File: src/rtl/score_sequencer.sv
// rtl/score_sequencer.sv - score-ROM driven note sequencer for one synthesizer voice
// Steps through {gate, div, dur} events at a tempo tick; drives div_num/gate to the voice.
module score_sequencer #(
    parameter int unsigned      TICK_DIV    = 1399999,
    parameter int unsigned      DIV_W       = 11,
    parameter int unsigned      DUR_W       = 8,
    parameter int unsigned      ADDR_W      = 5,
    parameter logic [DIV_W-1:0] DEFAULT_DIV = 11'd238
) (
    input  logic                   clk,
    input  logic                   nRST,
    input  logic                   start,
    input  logic                   stop,
    input  logic                   loop_en,
    output logic [ADDR_W-1:0]      ev_addr,
    input  logic [DIV_W+DUR_W:0]   ev_data,
    output logic [DIV_W-1:0]       div_num,
    output logic                   gate,
    output logic                   busy,
    output logic                   done
);

    localparam int unsigned       TICK_W    = (TICK_DIV > 0) ? $clog2(TICK_DIV + 1) : 1;
    localparam logic [ADDR_W-1:0] LAST_ADDR = '1;

    typedef enum logic [1:0] {
        S_IDLE,
        S_FETCH,
        S_LOAD,
        S_PLAY
    } state_t;

    state_t              state_q, state_d;
    logic [ADDR_W-1:0]   ev_addr_q, ev_addr_d;
    logic [DIV_W-1:0]    div_num_q, div_num_d;
    logic                gate_q, gate_d;
    logic                busy_q, busy_d;
    logic                done_q, done_d;
    logic [DUR_W-1:0]    dur_cnt_q, dur_cnt_d;
    logic [TICK_W-1:0]   tick_cnt_q, tick_cnt_d;

    logic                ev_gate;
    logic [DIV_W-1:0]    ev_div;
    logic [DUR_W-1:0]    ev_dur;
    logic                tick;
    logic                note_end;
    logic                end_hit;
    logic                restart;
    logic                finish;

    assign ev_gate = ev_data[DIV_W+DUR_W];
    assign ev_div  = ev_data[DUR_W +: DIV_W];
    assign ev_dur  = ev_data[DUR_W-1:0];

    assign tick     = (state_q == S_PLAY) && (tick_cnt_q == TICK_W'(TICK_DIV));
    assign note_end = tick && (dur_cnt_q == DUR_W'(1));

    // Expiry of the last address behaves exactly like reading an end marker.
    assign end_hit = ((state_q == S_LOAD) && (ev_dur == '0))
                   || (note_end && (ev_addr_q == LAST_ADDR));
    // An end marker at address 0 never loops, so an empty score always terminates.
    assign restart = end_hit && loop_en && (ev_addr_q != '0);
    assign finish  = end_hit && !restart;

    always_ff @(posedge clk or negedge nRST) begin
        if (!nRST) begin
            state_q    <= S_IDLE;
            ev_addr_q  <= '0;
            div_num_q  <= DEFAULT_DIV;
            gate_q     <= 1'b0;
            busy_q     <= 1'b0;
            done_q     <= 1'b0;
            dur_cnt_q  <= '0;
            tick_cnt_q <= '0;
        end else begin
            state_q    <= state_d;
            ev_addr_q  <= ev_addr_d;
            div_num_q  <= div_num_d;
            gate_q     <= gate_d;
            busy_q     <= busy_d;
            done_q     <= done_d;
            dur_cnt_q  <= dur_cnt_d;
            tick_cnt_q <= tick_cnt_d;
        end
    end

    always_comb begin
        state_d = state_q;
        if (stop) begin
            state_d = S_IDLE;
        end else begin
            unique case (state_q)
                S_IDLE:  if (start) state_d = S_FETCH;
                S_FETCH: state_d = S_LOAD;
                S_LOAD: begin
                    if (finish)       state_d = S_IDLE;
                    else if (restart) state_d = S_FETCH;
                    else              state_d = S_PLAY;
                end
                S_PLAY: begin
                    if (note_end) state_d = finish ? S_IDLE : S_FETCH;
                end
                default: state_d = S_IDLE;
            endcase
        end
    end

    always_comb begin
        ev_addr_d  = ev_addr_q;
        div_num_d  = div_num_q;
        gate_d     = gate_q;
        busy_d     = busy_q;
        done_d     = 1'b0;
        dur_cnt_d  = dur_cnt_q;
        tick_cnt_d = '0;

        if (stop) begin
            ev_addr_d = '0;
            gate_d    = 1'b0;
            busy_d    = 1'b0;
        end else begin
            unique case (state_q)
                S_IDLE: begin
                    if (start) begin
                        ev_addr_d = '0;
                        busy_d    = 1'b1;
                    end
                end
                S_FETCH: ;
                S_LOAD: begin
                    if (finish) begin
                        gate_d = 1'b0;
                        done_d = 1'b1;
                        busy_d = 1'b0;
                    end else if (restart) begin
                        ev_addr_d = '0;
                    end else begin
                        div_num_d = ev_div;
                        gate_d    = ev_gate;
                        dur_cnt_d = ev_dur;
                    end
                end
                S_PLAY: begin
                    tick_cnt_d = tick ? '0 : tick_cnt_q + TICK_W'(1);
                    if (tick) dur_cnt_d = dur_cnt_q - DUR_W'(1);
                    if (note_end) begin
                        if (finish) begin
                            gate_d = 1'b0;
                            done_d = 1'b1;
                            busy_d = 1'b0;
                        end else if (restart) begin
                            ev_addr_d = '0;
                        end else begin
                            ev_addr_d = ev_addr_q + ADDR_W'(1);
                        end
                    end
                end
                default: ;
            endcase
        end
    end

    assign ev_addr = ev_addr_q;
    assign div_num = div_num_q;
    assign gate    = gate_q;
    assign busy    = busy_q;
    assign done    = done_q;

endmodule

File: config.mk
export PLATFORM = sky130hd
export DESIGN_NAME = score_sequencer
export DESIGN_NICKNAME = d
export VERILOG_FILES = /design/src/rtl/score_sequencer.sv
export SDC_FILE = /design/constraint.sdc
export NUM_CORES = 1
export LEC_CHECK = 0
export ABC_AREA = 1
export CAP_MARGIN = 20
export CORE_AREA = 5 5 82 84
export CTS_CLUSTER_SIZE = 25
export DETAILED_ROUTE_END_ITERATION = 12
export DIE_AREA = 0 0 87 89
export GPL_TIMING_DRIVEN = 0
export PLACE_DENSITY = 0.75
export SYNTH_ARGS = -nofsm -noshare
export SYNTH_HDL_FRONTEND = slang
export SYNTH_SLANG_ARGS = --single-unit
File: constraint.sdc
create_clock -name clk -period 2.45 [get_ports clk]
set_input_delay 0.245 -clock clk [delete_from_list [all_inputs] [get_ports clk]]
set_output_delay 0.245 -clock clk [all_outputs]
set_load 0.05 [all_outputs]
# Word-level counts from Yosys, hierarchy flattened
# Index checks and enable logic that the tools add are counted.
[totals] regBits=50 input_bits=25 output_inout_bits=19 wordCells=88
[classes] addsub=3 eq_ne=16 n_mux=37 n_bitwise=3 reduce_logical=21
[op_table] op="$mux 21" count=3
[op_table] op="$mux 5" count=7
[op_table] op="$mux 8" count=3
[op_table] op="$add 21x1->21 const B" count=1
[op_table] op="$eq 21x21->1 const B" count=1
[op_table] op="$ne 3x3->1 const B" count=6
[op_table] op="$pmux 8 s2" count=1
[op_table] op="$pmux 5 s3" count=1
[op_table] op="$mux 1" count=13
[op_table] op="$mux 2" count=5
[op_table] op="$eq 8x1->1 const B" count=1
[op_table] op="$logic_not 8->1" count=1
[op_table] op="$pmux 2 s4" count=1
[op_table] op="$reduce_and 4->1" count=2
[op_table] op="$sub 8x1->8 const B" count=1
[op_table] op="$logic_and 1x1->1" count=7
[op_table] op="$ne 2x2->1 const B" count=3
[op_table] op="$reduce_and 6->1" count=1
[op_table] op="$add 5x1->5 const B" count=1
[op_table] op="$eq 5x5->1 const B" count=1
[op_table] op="$reduce_and 5->1" count=1
[op_table] op="$reduce_bool 5->1" count=1
[op_table] op="$eq 2x2->1 const B" count=2
[op_table] op="$ne 4x4->1 const B" count=1
[op_table] op="other kinds (12)" count=15

# Logic depth before layout (Yosys ltp)
# Gate-level depths: netlist (run 1).
[depth] depth_word=13 depth_mapped=14 mapped_depth_nobuf=14

# Least setup slack after synthesis (run 1)
# OpenSTA, ideal clock, no wires.
[synth_timing] path_type="flip-flop to flip-flop" start="reg ev_addr_q[0] (netlist: ev_addr[0])" end="reg dur_cnt_q[6]" setup_time_ps=123 t_arrival_ps=1888 t_required_ps=2327 slack_ps=439 path_stages_with_launch=11 n_path_buf=1 synth_period_minus_slack_ps=2011 path_cell_list="dfrtp_1 ha_1 and3_1 ha_1 nand4_4 nand2_4 nand3_2 nand3_4 buf_12 nand2_2 o21ai_2"
[synth_via] elab_chain_len=9 elab_cells_between_ends=11 classes_between="eq/ne: 3; reduce/logical: 8"
[synth_lines] item="start: declaration" line_no="34" rtl="logic [ADDR_W-1:0] ev_addr_q, ev_addr_d;"
[synth_lines] item="start signal: assignment" line_no="77" rtl="ev_addr_q <= ev_addr_d;"
[synth_lines] item="$eq 5x5->1" line_no="60" rtl="|| (note_end && (ev_addr_q == LAST_ADDR));"
[synth_lines] item="$logic_and 1x1->1" line_no="60"
[synth_lines] item="$logic_or 1x1->1" line_no="60"
[synth_lines] item="$logic_and 1x1->1 (2 in series)" line_no="62" rtl="assign restart = end_hit && loop_en && (ev_addr_q != '0);"
[synth_lines] item="$logic_not 1->1" line_no="63" rtl="assign finish = end_hit && !restart;"
[synth_lines] item="$logic_and 1x1->1" line_no="63"
[synth_lines] item="$ne 2x2->1 (no line)"
[synth_lines] item="$reduce_and 5->1 (no line) *"
[synth_lines] item="end signal: assignment" line_no="82" rtl="dur_cnt_q <= dur_cnt_d;"
[synth_lines] item="end: declaration" line_no="39" rtl="logic [DUR_W-1:0] dur_cnt_q, dur_cnt_d;"
# Every way passes the cells marked *; elsewhere a longest branch is shown, timed or not.
# A chain may end at the register's enable or synchronous reset.

# Final worst setup path (run 1)
[layout_timing] start="reg tick_cnt_q[0]" end="reg div_num_q[8] (netlist: div_num[8])"
[layout_via] elab_chain_len=11 elab_cells_between_ends=12 classes_between="eq/ne: 1; bitwise: 2; reduce/logical: 9"
[layout_lines] item="start: declaration" line_no="40" rtl="logic [TICK_W-1:0] tick_cnt_q, tick_cnt_d;"
[layout_lines] item="start signal: assignment" line_no="83" rtl="tick_cnt_q <= tick_cnt_d;"
[layout_lines] item="$eq 21x21->1 *" line_no="55" rtl="assign tick = (state_q == S_PLAY) && (tick_cnt_q == TICK_W'(TICK_DIV));"
[layout_lines] item="$logic_and 1x1->1 *" line_no="55"
[layout_lines] item="$logic_and 1x1->1 *" line_no="56" rtl="assign note_end = tick && (dur_cnt_q == DUR_W'(1));"
[layout_lines] item="$logic_and 1x1->1 *" line_no="60"
[layout_lines] item="$logic_or 1x1->1 *" line_no="60"
[layout_lines] item="$logic_and 1x1->1 (2 in series)" line_no="62"
[layout_lines] item="$logic_not 1->1" line_no="63"
[layout_lines] item="$logic_and 1x1->1" line_no="63"
[layout_lines] item="$not 1->1 (no line)"
[layout_lines] item="$reduce_and 4->1 (no line) *"
[layout_lines] item="end signal: assignment" line_no="78" rtl="div_num_q <= div_num_d;"
[layout_lines] item="end: declaration" line_no="35" rtl="logic [DIV_W-1:0] div_num_q, div_num_d;"
# Marked as above.

==> results of run 1 <==
## sequential cells by signal (all words and copies together), names as in the netlist
name and count:
gate 1, done 1, tick_cnt_q 21, dur_cnt_q 8
state_q 2, busy 1, div_num 11, ev_addr 5
## kinds of logic (layout without fill, tap and decap cells)
logic type | Yosys count | after routing | share of synthesized area (%)
XOR/XNOR | 14 | 14 | 4.177
AND/OR/NAND/NOR | 190 | 190 | 32.61
AO/OA/AOI/OAI | 48 | 48 | 9.634
flip-flops | 50 | 50 | 42.88
buffers and inverters | 56 | 109 | 7.801
adder cells (fa/ha/maj) | 6 | 6 | 2.557
multiplexers | 1 | 1 | 0.3410
## worst register-to-register path, delay by kind of cell (launching register included)
| kind | cells | cell delay, ns |
|---|---|---|
| buf+inv | 2 | 0.38 |
| simple gates | 5 | 0.73 |
| flops | 1 | 0.42 |
| compound gates | 1 | 0.13 |
| fa+ha+maj | 1 | 0.22 |
## synthesized netlist by cell type, types with 5 or more instances
master   count
nand2_1     73
inv_1       49
dfrtp_1     44
nor2_1      44
nand3_1     21
o21ai_0     21
xor2_1      11
a21oi_1      9
nor3_1       8
o21ai_2      8
nand2_2      7
nor4_1       7
dfstp_2      6
ha_1         6
nand4_1      5
o21ai_1      5
## repair_timing
action                                  in CTS  in global routing
hold buffers                                 1                  0
endpoints found under the hold margin       20                  0
endpoints found under the setup margin       0                  0
## layer usage
metal	part of all wire (%)	vias up	track usage, %
met4	1.3	0	5.666
met5	0	-	0
met3	4.8	9	4.055
li1	-	1278	-
met1	48	1168	24.46
met2	46	54	27.88
## where the power goes
part | internal, W | switching [W]
Clock | 0.000301 | 0.000295
Combinational | 0.000444 | 0.000815
Sequential | 0.00103 | 0.000152
## stage by stage
step	cells	hold slack, ns
after floorplan	365	-0.05059
after global placement	483	0.4647
after detailed placement	484	0.2510
after CTS	493	0.4451
after global routing	493	0.4596
final	493	0.4239
## worst paths after layout
| kind | slack (ns) | endpoint | cells after the start | startpoint |
|---|---|---|---|---|
| min in group clk | 0.45 | div_num[5]$_DFFE_PN1P_ | 3 | ev_data[13] |
| max in group asynchronous | 1.42 | div_num[1]$_DFFE_PN1P_ | 3 | nRST |
| min | 0.42 | tick_cnt_q[0]$_DFF_PN0_ | 2 | nRST |
| max | 0.45 | div_num[8]$_DFFE_PN0P_ | 9 | tick_cnt_q[0]$_DFF_PN0_ |
| max reg2reg | 0.45 | div_num[8]$_DFFE_PN0P_ | 9 | tick_cnt_q[0]$_DFF_PN0_ |
| min reg2reg | 0.48 | gate$_DFFE_PN0P_ | 2 | gate$_DFFE_PN0P_ |
## layout make-up
cell class / instances / area [um2]
clock inverters: 3 / 40.04
repair buffers: 45 / 455.4
fillers: 524 / 2257
multi-input cells: 259 / 1448
flip-flops and latches: 50 / 1259
clock buffers: 5 / 68.82
well taps: 75 / 93.84
inverters: 50 / 187.7
plain buffers: 6 / 41.29
==> key figures, run 1 <==
Place
  • Worst slack at placement: 0.2555 ns
  • PortBufs: 43
  • HPWL Detailed: about 4.7 mm
  • Placed Area: ~3500 um2
  • GP Congestion: between 0.8 and 0.9

Global routing
  • GRT overflow: 0
  • GRT Util Overall: 17.77%
  • Initial antenna violation count: 0
  • First-pass GRT wire length: 11.05 mm
  • Number of global-route vias before repair: 2429
  • Largest net degree at the start of global routing: 31

Synthesis
  • Sequential cell area fraction in the yosys report: a little over two fifths
  • Post-synth top area share: between 30% and 40%
  • Post-synth ARST share: 100.0%
  • EDFF count, synth: 0
  • Syn nets: 396
  • Yosys cell types: 37
  • Synth area leader: dfrtp_1
  • Seq cells post-synth: 50
  • Syn Area/Cell: around 8.0 um2
  • Main area contributors after synthesis: dfrtp_1 (38%), nand2_1 (9.3%), inv_1 (6.3%), nor2_1 (5.6%), dfstp_2 (5.4%)
  • Ys Warns: 0
  • Mapped Cells: ~370
  • Mapped Area: between 2000 and 3000 um2
  • Top_reg_cell synth: dfrtp_1

Timing
  • Setup Viol. Count Final: 0
  • Slew Limit Fails: 0
  • Crit path time final: around 2 ns
  • RSZ-0062 raised after global routing: no
  • Clk_skew: 0.007972 ns
  • Setup TNS: 0 ns
  • Crit share post-route: between 80% and 90%
  • Slew headroom: 65.96%
  • Fmax: 499.7 MHz
  • Final Worst Setup Slack: 0.4487 ns
  • Slew @ Worst Pin: 0.5090 ns
  • Hold Fails Final Rpt: 0

Route
  • WL per Instance: ~13 um
  • Remaining DRCs: 0
  • Drt first pass iters: 4
  • DRC violation total after the first TritonRoute iteration: between 150 and 200
  • Vias/cell: just over 5
  • Post-route ant nets: 0
  • Final wirelength: roughly 6.2 mm
  • Vias: about 2500

Clock tree
  • Total CTS buffers: 5
  • Clock tree from TritonCTS: built
  • CTS HTree Levels: 2
  • Worst-Skew Late Latency: between 0.3 and 0.4 ns
  • Clk root buf: clkbuf_8
  • Post-cts resize count: 0
  • CTS Buffer Depth: 2
  • Worst-path clk slew: approximately 0.090 ns
  • Clock Sinks: 50
  • Post-CTS setup buffers: 0

Critical path
  • CP cell instances: ha_1, nand3_2, clkinv_1, nand2_1, nor2_2, nand4_4, nand4_1, clkbuf_1, o21ai_0
  • Slowest CP cell: dfrtp_1
  • CP max FO: 10
  • Required time worst endpoint: roughly 2.6 ns
  • Buf/Inv on CP: 2
  • Crit. End Element: register
  • Crit start category: register
  • Crit path DAT: between 2 and 2.5 ns
  • CP peak stage delay: 0.42 ns
  • Crit Path Category: reg -> reg
  • Family with the most delay on the worst path: simple AND/OR/NAND/NOR gates

Cells and area
  • Most common cell after layout, fill and taps aside: nand2_1
  • Number of diodes: 0
  • Final core occ: between 60% and 70%
  • Final Instance Area: around 3600 um2
  • Nets: about 450
  • Most frequent cells in the layout: nand2_1 (73), inv_1 (49), nor2_1 (44), dfrtp_1 (44), clkdlybuf4s50_1 (42)
  • Area Overhead vs Synth: 22.42%
  • Share of cells above drive strength 1: between 10 and 15%

Worst hold path
  • Worst Hold Class: in -> async

Floorplanning
  • Die X: about 87 um
  • Core Rows: 28
  • Num ports: 44
  • Initial core utilization: roughly half
  • Die area: just under 8000 um2
  • Die H: around 89 um
  • Core area: 5851 um2

Flow run
  • Total of max-cap violations: 0

Power
  • PD cells: between 800 and 900 nW/um2
  • LEAKAGE: about 1.6 nW
  • Overall Power: 0.003035 W
  • VDD IR max: 0.6744 mV

Outcome
  • Status: finished clean
Power figures use the tool's default switching activity.
==> run 2: changes to the inputs <==
==> constraint.sdc (replaced) <==
create_clock -name clk -period 2 [get_ports clk]
set_input_delay 0.2 -clock clk [delete_from_list [all_inputs] [get_ports clk]]
set_output_delay 0.2 -clock clk [all_outputs]
set_load 0.05 [all_outputs]
==> run 2 against run 1 <==
Fmax grew 5.1%; cell area grew 4.0%; highest routed layer unchanged; setup slack lost 0.35 ns; wire length grew 1.5%; flip-flop and latch count is the same; global-route usage shrank 0.062 points; count of clock-buffer cells in the layout is the same; via count grew 1.3%; die area is the same.
==> key figures, run 2 (same netlist as run 1, synthesis figures left out) <==
Outcome
  • Status: finished clean (unchanged)

Floorplanning
  • Die H: 89 um (unchanged)
  • Initial core utilization: 50.17% (unchanged)
  • Die X: 87 um (unchanged)
  • Core Rows: 28 (unchanged)
  • Core area: 5851 um2 (unchanged)
  • Num ports: 44 (unchanged)
  • Die area: 7743 um2 (unchanged)

Clock tree
  • CTS Buffer Depth: 2 (unchanged)
  • Worst-path clk slew: 0.10 ns (was 0.09 ns)
  • Clock Sinks: 50 (unchanged)
  • CTS HTree Levels: 2 (unchanged)
  • Clock tree from TritonCTS: built (unchanged)
  • Clk root buf: clkbuf_8 (unchanged)
  • Worst-Skew Late Latency: 0.31 ns (about the same)
  • Total CTS buffers: 5 (unchanged)

Timing
  • Crit share post-route: 95.22% (was 81.69%)
  • Crit path time final: 1.904 ns (was 2.001 ns)
  • Setup Viol. Count Final: 0 (unchanged)
  • Slew headroom: 65.34% (was 65.96%)
  • Hold Fails Final Rpt: 0 (unchanged)
  • Hold slack: 0.3786 ns (was 0.4239 ns)
  • Slew Limit Fails: 0 (unchanged)
  • Clk_skew: 0.01140 ns (was 0.007972 ns)
  • Slew @ Worst Pin: 0.5182 ns (was 0.5090 ns)
  • Fmax: 525.1 MHz (was 499.7 MHz)

Global routing
  • GRT Util Overall: 17.70% (was 17.77%)
  • Largest net degree at the start of global routing: 31 (unchanged)
  • First-pass GRT wire length: 10.99 mm (was 11.05 mm)
  • GRT overflow: 0 (unchanged)
  • Initial antenna violation count: 0 (unchanged)
  • Number of global-route vias before repair: 2547 (was 2429)

Power
  • LEAKAGE: 1.650 nW (was 1.608 nW)
  • VDD IR max: 0.7925 mV (was 0.6744 mV)
  • Sequential power share: 38.4% (was 38.9%)
  • Psw: 0.001552 W (was 0.001263 W)
  • Int Power: 0.002224 W (was 0.001773 W)
  • Sw frac: 41.09% (was 41.60%)
  • PD cells: 1011 nW/um2 (was 844.7 nW/um2)
  • Combinational share of power: 42.5% (was 41.5%)
  • Clk pwr share: 19.1% (was 19.6%)

Route
  • Drt first pass iters: 5 (was 4)
  • WL per Instance: 12.56 um (was 12.61 um)
  • Final wirelength: 6.307 mm (was 6.215 mm)
  • Remaining DRCs: 0 (unchanged)
  • Vias/cell: 5.062 (was 5.089)
  • DRC violation total after the first TritonRoute iteration: 99 (was 160)
  • Vias: 2541 (was 2509)
  • Post-route ant nets: 0 (unchanged)

Cells and area
  • Nets: 457 (was 448)
  • Area Overhead vs Synth: 27.28% (was 22.42%)
  • Share of cells above drive strength 1: 16.39% (was 12.68%)
  • Most common cell after layout, fill and taps aside: nand2_1 (unchanged)
  • Max reg flops: 21 (unchanged)
  • Final core occ: 63.86% (was 61.42%)
  • Number of diodes: 0 (unchanged)
  • Largest register by flop count: tick_cnt_q (unchanged)
  • Most frequent cells in the layout: nand2_1 (73), inv_1 (49), nor2_1 (42), dfrtp_1 (42), clkdlybuf4s50_1 (42) (was nand2_1 (73), inv_1 (49), nor2_1 (44), dfrtp_1 (44), clkdlybuf4s50_1 (42))

Critical path
  • Crit Path Category: reg -> reg (unchanged)
  • Family with the most delay on the worst path: simple AND/OR/NAND/NOR gates (unchanged)
  • Crit path DAT: 2.10 ns (was 2.19 ns)
  • CP max FO: 8 (was 10)
  • CP peak stage delay: 0.44 ns (was 0.42 ns)
  • Crit. End Element: register (unchanged)
  • CP cell instances: ha_1, and3_1, ha_2, nand4_4, nand2_4, nand3_2, nand3_4, buf_12, nand2_2, o21ai_2 (was ha_1, nand3_2, clkinv_1, nand2_1, nor2_2, nand4_4, nand4_1, clkbuf_1, o21ai_0)
  • Crit start category: register (unchanged)
  • Buf/Inv on CP: 1 (was 2)
  • Slowest CP cell: dfrtp_2 (was dfrtp_1)
  • Required time worst endpoint: 2.19 ns (was 2.64 ns)

Place
  • HPWL Detailed: 4.620 mm (was 4.713 mm)
  • GP Congestion: 0.8836 (was 0.8928)
  • PortBufs: 43 (unchanged)

Flow run
  • Total of max-cap violations: 0 (unchanged)

Worst hold path
  • Worst Hold Class: in -> async (unchanged)
run 2: cell types whose count changed in the layout (fill, tap and decap cells not counted), moves of 2 or more:
cell,previous run,this run
ha_1,6,4
buf_6,0,2
clkinv_2,2,0
ha_2,0,2
dfrtp_2,0,2
dfrtp_1,44,42
buf_4,0,7
clkinvlp_4,0,2
nor2_4,4,7
nor2_1,44,42
run 2: path summary, 6_finish.rpt:
| path | start | endpoint | slack (ns) | cells past startpoint |
|---|---|---|---|---|
| worst max-delay path | ev_addr[0]$_DFFE_PN0P_ | dur_cnt_q[6]$_DFFE_PN0P_ | 0.1 | 10 |
| worst min-delay path | nRST | tick_cnt_q[0]$_DFF_PN0_ | 0.38 | 2 |
| worst max register to register | ev_addr[0]$_DFFE_PN0P_ | dur_cnt_q[6]$_DFFE_PN0P_ | 0.1 | 10 |
| worst min register to register | div_num[7]$_DFFE_PN1P_ | div_num[7]$_DFFE_PN1P_ | 0.49 | 2 |
| max in group asynchronous | nRST | div_num[1]$_DFFE_PN1P_ | 1.02 | 3 |
| min in group clk | ev_data[11] | div_num[3]$_DFFE_PN1P_ | 0.40 | 3 |
run 2: repair_timing:
| action | CTS | global route |
|---|---|---|
| pin swaps | 0 | 2 |
| resized for setup | 1 | 17 |
| cloned | 0 | 2 |
| hold buffers | 1 | 0 |
| endpoints found under the setup margin | 7 | 40 |
| hold endpoints to repair | 20 | 0 |
| setup buffers | 0 | 7 |
run 2: cell type report:
class                           instances  area (um2)
Sequential cell                        50        1261
Inverter                               50       187.7
Clock inverter                          3       45.04
Timing Repair Buffer                   54       538.0
Multi-Input combinational cell        259        1486
Buffer                                  6       55.05
Tap cell                               75       93.84
Fill cell                             495        2115
Clock buffer                            5       68.82
run 2: worst register-to-register path, cell delays in order, from the launching register on:
cell	delay, ns
dfrtp_2	0.44
ha_1	0.23
and3_1	0.19
ha_2	0.19
nand4_4	0.11
nand2_4	0.09
nand3_2	0.10
nand3_4	0.15
buf_12	0.19
nand2_2	0.05
o21ai_2	0.05
run 2: power groups by stage:
stage          Clock, W  Combinational (W)  Sequential, W
4_1_cts        0.000745            0.00155        0.00145
2_1_floorplan         0           0.000679        0.00186
3_3_place_gp          0            0.00152        0.00146
3_5_place_dp          0            0.00155        0.00146
6_report       0.000723            0.00160        0.00145
5_1_grt        0.000780            0.00178        0.00148
run 2: metrics by stage:
step           TNS (ns)  setup slack, ns  cell area (um2)  total power [W]  std cells
6_report              0          0.09554             3736         0.003776        502
5_1_grt        -0.05939         -0.01757             3736         0.004041        502
4_1_cts               0          0.01034             3601         0.003744        493
2_1_floorplan         0         0.004788             2937         0.002537        365
3_3_place_gp     -34.00          -0.8963             3461         0.002974        483
3_5_place_dp     -1.867          -0.2034             3476         0.003003        484
run 2: metal layers:
metal	vias up	global-route usage, %	wire length (um)
li1	1297	-	-
met1	1165	22.47	2943
met2	73	30.64	2973
met3	6	3.410	336
met4	0	5.382	53
met5	-	0	0
==> run 3: changes to the inputs <==
--- a/config.mk
+++ b/config.mk
@@ -11,7 +11,6 @@
 export CTS_CLUSTER_SIZE = 25
 export DETAILED_ROUTE_END_ITERATION = 12
 export DIE_AREA = 0 0 87 89
-export GPL_TIMING_DRIVEN = 0
 export PLACE_DENSITY = 0.75
 export SYNTH_ARGS = -nofsm -noshare
 export SYNTH_HDL_FRONTEND = slang
==> run 3 against run 2 <==
Critical path depth rose by 1; flip-flop and latch count is the same; fmax grew 0.53%; utilization down 1.3 points; cell area is 2.1% lower; sequential power hardly changed; via count is 0.75% higher; largest cell class unchanged.
==> key figures, run 3 (same netlist as run 1, synthesis figures left out) <==
Power
  • PD cells: 1004 nW/um2 (was 1011 nW/um2)
  • Overall Power: 0.003670 W (was 0.003776 W)
  • VDD IR max: 0.7400 mV (was 0.7925 mV)
  • LEAKAGE: 1.630 nW (was 1.650 nW)

Cells and area
  • Max reg flops: 21 (unchanged)
  • Final core occ: 62.51% (was 63.86%)
  • Most common cell after layout, fill and taps aside: nand2_1 (unchanged)
  • Share of cells above drive strength 1: 15.17% (was 16.39%)
  • Area Overhead vs Synth: 24.60% (was 27.28%)
  • Most frequent cells in the layout: nand2_1 (73), inv_1 (49), nor2_1 (44) (was nand2_1 (73), inv_1 (49), nor2_1 (42), dfrtp_1 (42), clkdlybuf4s50_1 (42))
  • Number of diodes: 0 (unchanged)
  • Largest register by flop count: tick_cnt_q (unchanged)
  • Final Instance Area: 3657 um2 (was 3736 um2)
  • Nets: 452 (was 457)

Route
  • Post-route ant nets: 0 (unchanged)
  • Drt first pass iters: 5 (unchanged)
  • Met3 routed WL: 378 um (was 336 um)
  • Routed length on met1: 3.016 mm (was 2.943 mm)
  • Vias/cell: 5.151 (was 5.062)
  • DRC violation total after the first TritonRoute iteration: 153 (was 99)
  • DR WL met2: 3.013 mm (was 2.973 mm)
  • Vias: 2560 (was 2541)
  • Final wirelength: 6.511 mm (was 6.307 mm)
  • WL per Instance: 13.10 um (was 12.56 um)
  • Remaining DRCs: 0 (unchanged)
  • DR top layer: met4 (unchanged)

Clock tree
  • Clock tree from TritonCTS: built (unchanged)
  • Clock Sinks: 50 (unchanged)
  • CTS Buffer Depth: 2 (unchanged)
  • Worst-path clk slew: 0.10 ns (about the same)
  • Total CTS buffers: 5 (unchanged)
  • CTS HTree Levels: 2 (unchanged)
  • Clk root buf: clkbuf_8 (unchanged)
  • Worst-Skew Late Latency: 0.31 ns (about the same)

Floorplanning
  • Core area: 5851 um2 (unchanged)
  • Die H: 89 um (unchanged)
  • Die area: 7743 um2 (unchanged)
  • Die X: 87 um (unchanged)
  • Num ports: 44 (unchanged)
  • Initial core utilization: 50.17% (unchanged)
  • Core Rows: 28 (unchanged)

Critical path
  • Crit path DAT: 2.11 ns (was 2.10 ns)
  • Crit. End Element: register (unchanged)
  • Crit Path Category: reg -> reg (unchanged)
  • Required time worst endpoint: 2.21 ns (was 2.19 ns)
  • Slowest CP cell: dfrtp_2 (unchanged)
  • Crit start category: register (unchanged)
  • CP max FO: 9 (was 8)
  • CP peak stage delay: 0.45 ns (was 0.44 ns)
  • CP cell instances: ha_1, and3_1, ha_1, nand4_4, nand2_4, nand2_4, nand2_1, nand2_2, nand2_4, nand2_1, nand2_1 (was ha_1, and3_1, ha_2, nand4_4, nand2_4, nand3_2, nand3_4, buf_12, nand2_2, o21ai_2)

Worst hold path
  • Worst Hold Class: in -> async (unchanged)

Timing
  • Setup TNS: 0 ns (unchanged)
  • Slew @ Worst Pin: 0.5148 ns (was 0.5182 ns)
  • Clk_skew: 0.005274 ns (was 0.01140 ns)
  • Hold Fails Final Rpt: 0 (unchanged)
  • Slew headroom: 65.57% (was 65.34%)
  • Fmax: 527.9 MHz (was 525.1 MHz)
  • Setup Viol. Count Final: 0 (unchanged)
  • Slew Limit Fails: 0 (unchanged)
  • Final Worst Setup Slack: 0.1056 ns (was 0.09554 ns)
  • Crit share post-route: 94.72% (was 95.22%)
  • Crit path time final: 1.894 ns (was 1.904 ns)

Global routing
  • Initial antenna violation count: 0 (unchanged)
  • GRT overflow: 0 (unchanged)
  • GRT Util Overall: 17.43% (was 17.70%)
  • Number of global-route vias before repair: 2351 (was 2547)
  • First-pass GRT wire length: 10.69 mm (was 10.99 mm)
  • Largest net degree at the start of global routing: 23 (was 31)

Place
  • Placed Area: 3495 um2 (was 3476 um2)
  • Worst slack at placement: -0.02039 ns (was -0.2034 ns)
  • PortBufs: 43 (unchanged)
  • GP Congestion: 0.8991 (was 0.8836)
  • HPWL Detailed: 4.705 mm (was 4.620 mm)

Flow run
  • Total of max-cap violations: 0 (unchanged)

Outcome
  • Status: finished clean (unchanged)
-- run 3: worst paths after layout --
check	start	to	slack [ns]	depth (start not counted)
min	nRST	tick_cnt_q[2]$_DFF_PN0_	0.30	2
max reg2reg	ev_addr[0]$_DFFE_PN0P_	ev_addr[3]$_DFFE_PN0P_	0.11	11
min in group clk	ev_data[9]	div_num[1]$_DFFE_PN1P_	0.39	3
max in group asynchronous	nRST	ev_addr[0]$_DFFE_PN0P_	1.08	3
min reg2reg	gate$_DFFE_PN0P_	gate$_DFFE_PN0P_	0.49	2
max	ev_addr[0]$_DFFE_PN0P_	ev_addr[3]$_DFFE_PN0P_	0.11	11
-- run 3: stage by stage --
stage               cells  hold WS (ns)
detailed placement    486        0.1215
floorplan             365      -0.09559
global placement      486        0.1193
finish                497        0.3016
CTS                   495        0.2943
global route          497        0.3455
-- run 3: critical path, delay by kind of cell, from the launching register on --
family | cells | cell delay (ns)
adders and majority gates | 2 | 0.46
DFF | 1 | 0.45
and+or+nand+nor | 9 | 0.87
-- run 3: power breakdown --
part	switching, W	internal, W	total, W
registers	0.000189	0.00126	0.00145
clock network	0.000383	0.000261	0.000643
logic	0.00102	0.000557	0.00158
total	0.00159	0.00208	0.00367
-- run 3: area by class of cell --
type	count	area (um2)
fill	509	2193
multi-input combinational	260	1498
sequential	50	1260
timing repair buffer	54	523.0
inverter	50	187.7
tap	75	93.84
clock buffer	5	68.82
clock inverter	3	26.28
-- run 3: timing repair --
item,4_1_cts,5_1_grt
buffers inserted,0,1
hold buffers,1,0
gates resized for setup,0,7
endpoints found under the setup margin,0,16
hold endpoints to repair,13,0
-- run 3: routing by layer --
metal	track usage (%)	vias to the layer above
met3	3.963	6
met5	0	-
met4	6.374	0
met2	28.02	73
met1	23.12	1189
li1	-	1292
==> variant: new RTL, flow settings as in run 2 <==
Make the reset (`nRST`) synchronous in one clocked block.
--- a/src/rtl/score_sequencer.sv
+++ b/src/rtl/score_sequencer.sv
@@ -62,7 +62,7 @@
     assign restart = end_hit && loop_en && (ev_addr_q != '0);
     assign finish  = end_hit && !restart;
 
-    always_ff @(posedge clk or negedge nRST) begin
+    always_ff @(posedge clk) begin
         if (!nRST) begin
             state_q    <= S_IDLE;
             ev_addr_q  <= '0;
Check against the original RTL: differs if nRST is asserted again (counterexample within 4 cycles, from zero or initial values and one cycle with nRST low); with nRST held inactive, the same outputs for 10 cycles.
==> variant against run 2 <==
Worst setup slack gained 0.025 ns; sequential cell count stayed put; clock skew is essentially flat; wire length increased by 0.60%; sequential share of layout area shrank 3.5 points; final area decreased by 11%; fmax increased by 1.3%; synthesized area down 12%.
Power is not compared: it rests on default switching activity, and its combinational part moved more than twofold at a synthesized area within 25%.
==> variant: results (changes against run 2) <==
- Outcome: complete, no violations
- 1st-iter DRT viols: 140 (+41%)
- Fraction of registers with async set/reset: 0% (-100 points)
- Pin count of the biggest net entering global routing: 17 (-45%)
- Synth Area in XOR/XNOR: 2.03% (-2.2 points)
- Sequential area share after synthesis: 38.6% (-4.3 points)
- Clk_skew: 0.0114 ns (+0.00000860 ns)
- Synthesized Nets: 410 (+3.5%)
- Layout cells sized above 1: 10.4% (-6.0 points)
- DP Wirelength: 4550 um (-1.6%)
- CP max FO: 6 (-2)
- Area occupied by registers: 1010 sq um (-20%)
- Yosys cell types: 34 (-8.1%)
- Placer Congestion: 0.871 (-1.4%)
- Top FF cell, synth: dfxtp_1
- Max incr delay on CP: 0.38 ns (-0.06 ns)
- Invs w/o clock: 44 (-12%)
- First-pass detailed-route iteration total: 4 (-1)
- First-pass GRT wire length: 10500 um (-4.8%)
- Area of the multi-input gates: 1450 sq um (-2.7%)
- Setup WS pre-CTS: -0.0506 ns (+0.153 ns)
- CP arrival: 2.08 ns (-0.02 ns)
- Slew margin rel.: 65.7% (+0.33 points)
- ClkCell Share: 3.42% (+0.37 points)
- Vias in the first global route: 2446 (-4.0%)
- GRT Total Usage: 16.5% (-1.3 points)
- Synth Area in Adders: 2.89% (+0.34 points)
- Multi-input comb cells: 279 (+7.7%)
- Fraction of area in non-clock buffers: 15.1% (-0.82 points)
- Synth Area in Compound Gates: 11.8% (+2.2 points)
- Nets@finish: 464 (+1.5%)
- Non-clock buffer count: 53 (-12%)
- Initial antenna violation count: 0 (unchanged)
variant: changes by cell type in the layout (fill, tap and decap cells not counted), sizes merged, moves of 8 or more:
cell,change
buf,-8
nor2,+17
dfrtp,-44
o21ai,-13
a21oi,+16
dfxtp,+50
variant: critical path: cells and delay by family, from the launching register on:
kind	cells	cell delay [ns]
fa+ha+maj	1	0.13
flops	1	0.38
simple gates	11	1.24
variant: worst paths after layout:
| path | start | to | slack (ns) | cells after the start |
|---|---|---|---|---|
| setup / recovery | tick_cnt_q[0] | ev_addr[3] | 0.12 | 12 |
| hold / removal | ev_data[9] | div_num[1] | 0.44 | 3 |
| setup reg to reg | tick_cnt_q[0] | ev_addr[3] | 0.12 | 12 |
| hold reg to reg | tick_cnt_q[0] | tick_cnt_q[0] | 0.46 | 1 |
variant: cell families after synthesis:
logic type / count (synthesis)
AOI/OAI and AO/OA: 54
DFF: 50
adders and majority gates: 6
buffers and inverters: 51
xor gates and xnor gates: 6
and+or+nand+nor: 212
variant: timing repair:
action | in CTS | in global routing
endpoints found under the setup margin | 13 | 24
pin swaps | 0 | 9
buffers inserted | 0 | 3
resized for setup | 2 | 17
cloned | 0 | 1
variant: stage by stage:
stage               std cells  instance area [sq um]  TNS [ns]
finish                    509                   3330         0
global route              509                   3330    -0.114
CTS                       505                   3230         0
detailed placement        497                   3120    -0.422
global placement          497                   3120    -0.139
floorplan                 379                   2590         0
variant: layer usage:
metal  global-route usage, %  share of wire (%)
met1                    20.6                 46
met2                    29.0                 47
met3                    2.95                6.1
met4                    4.67                1.1
met5                       0                  0
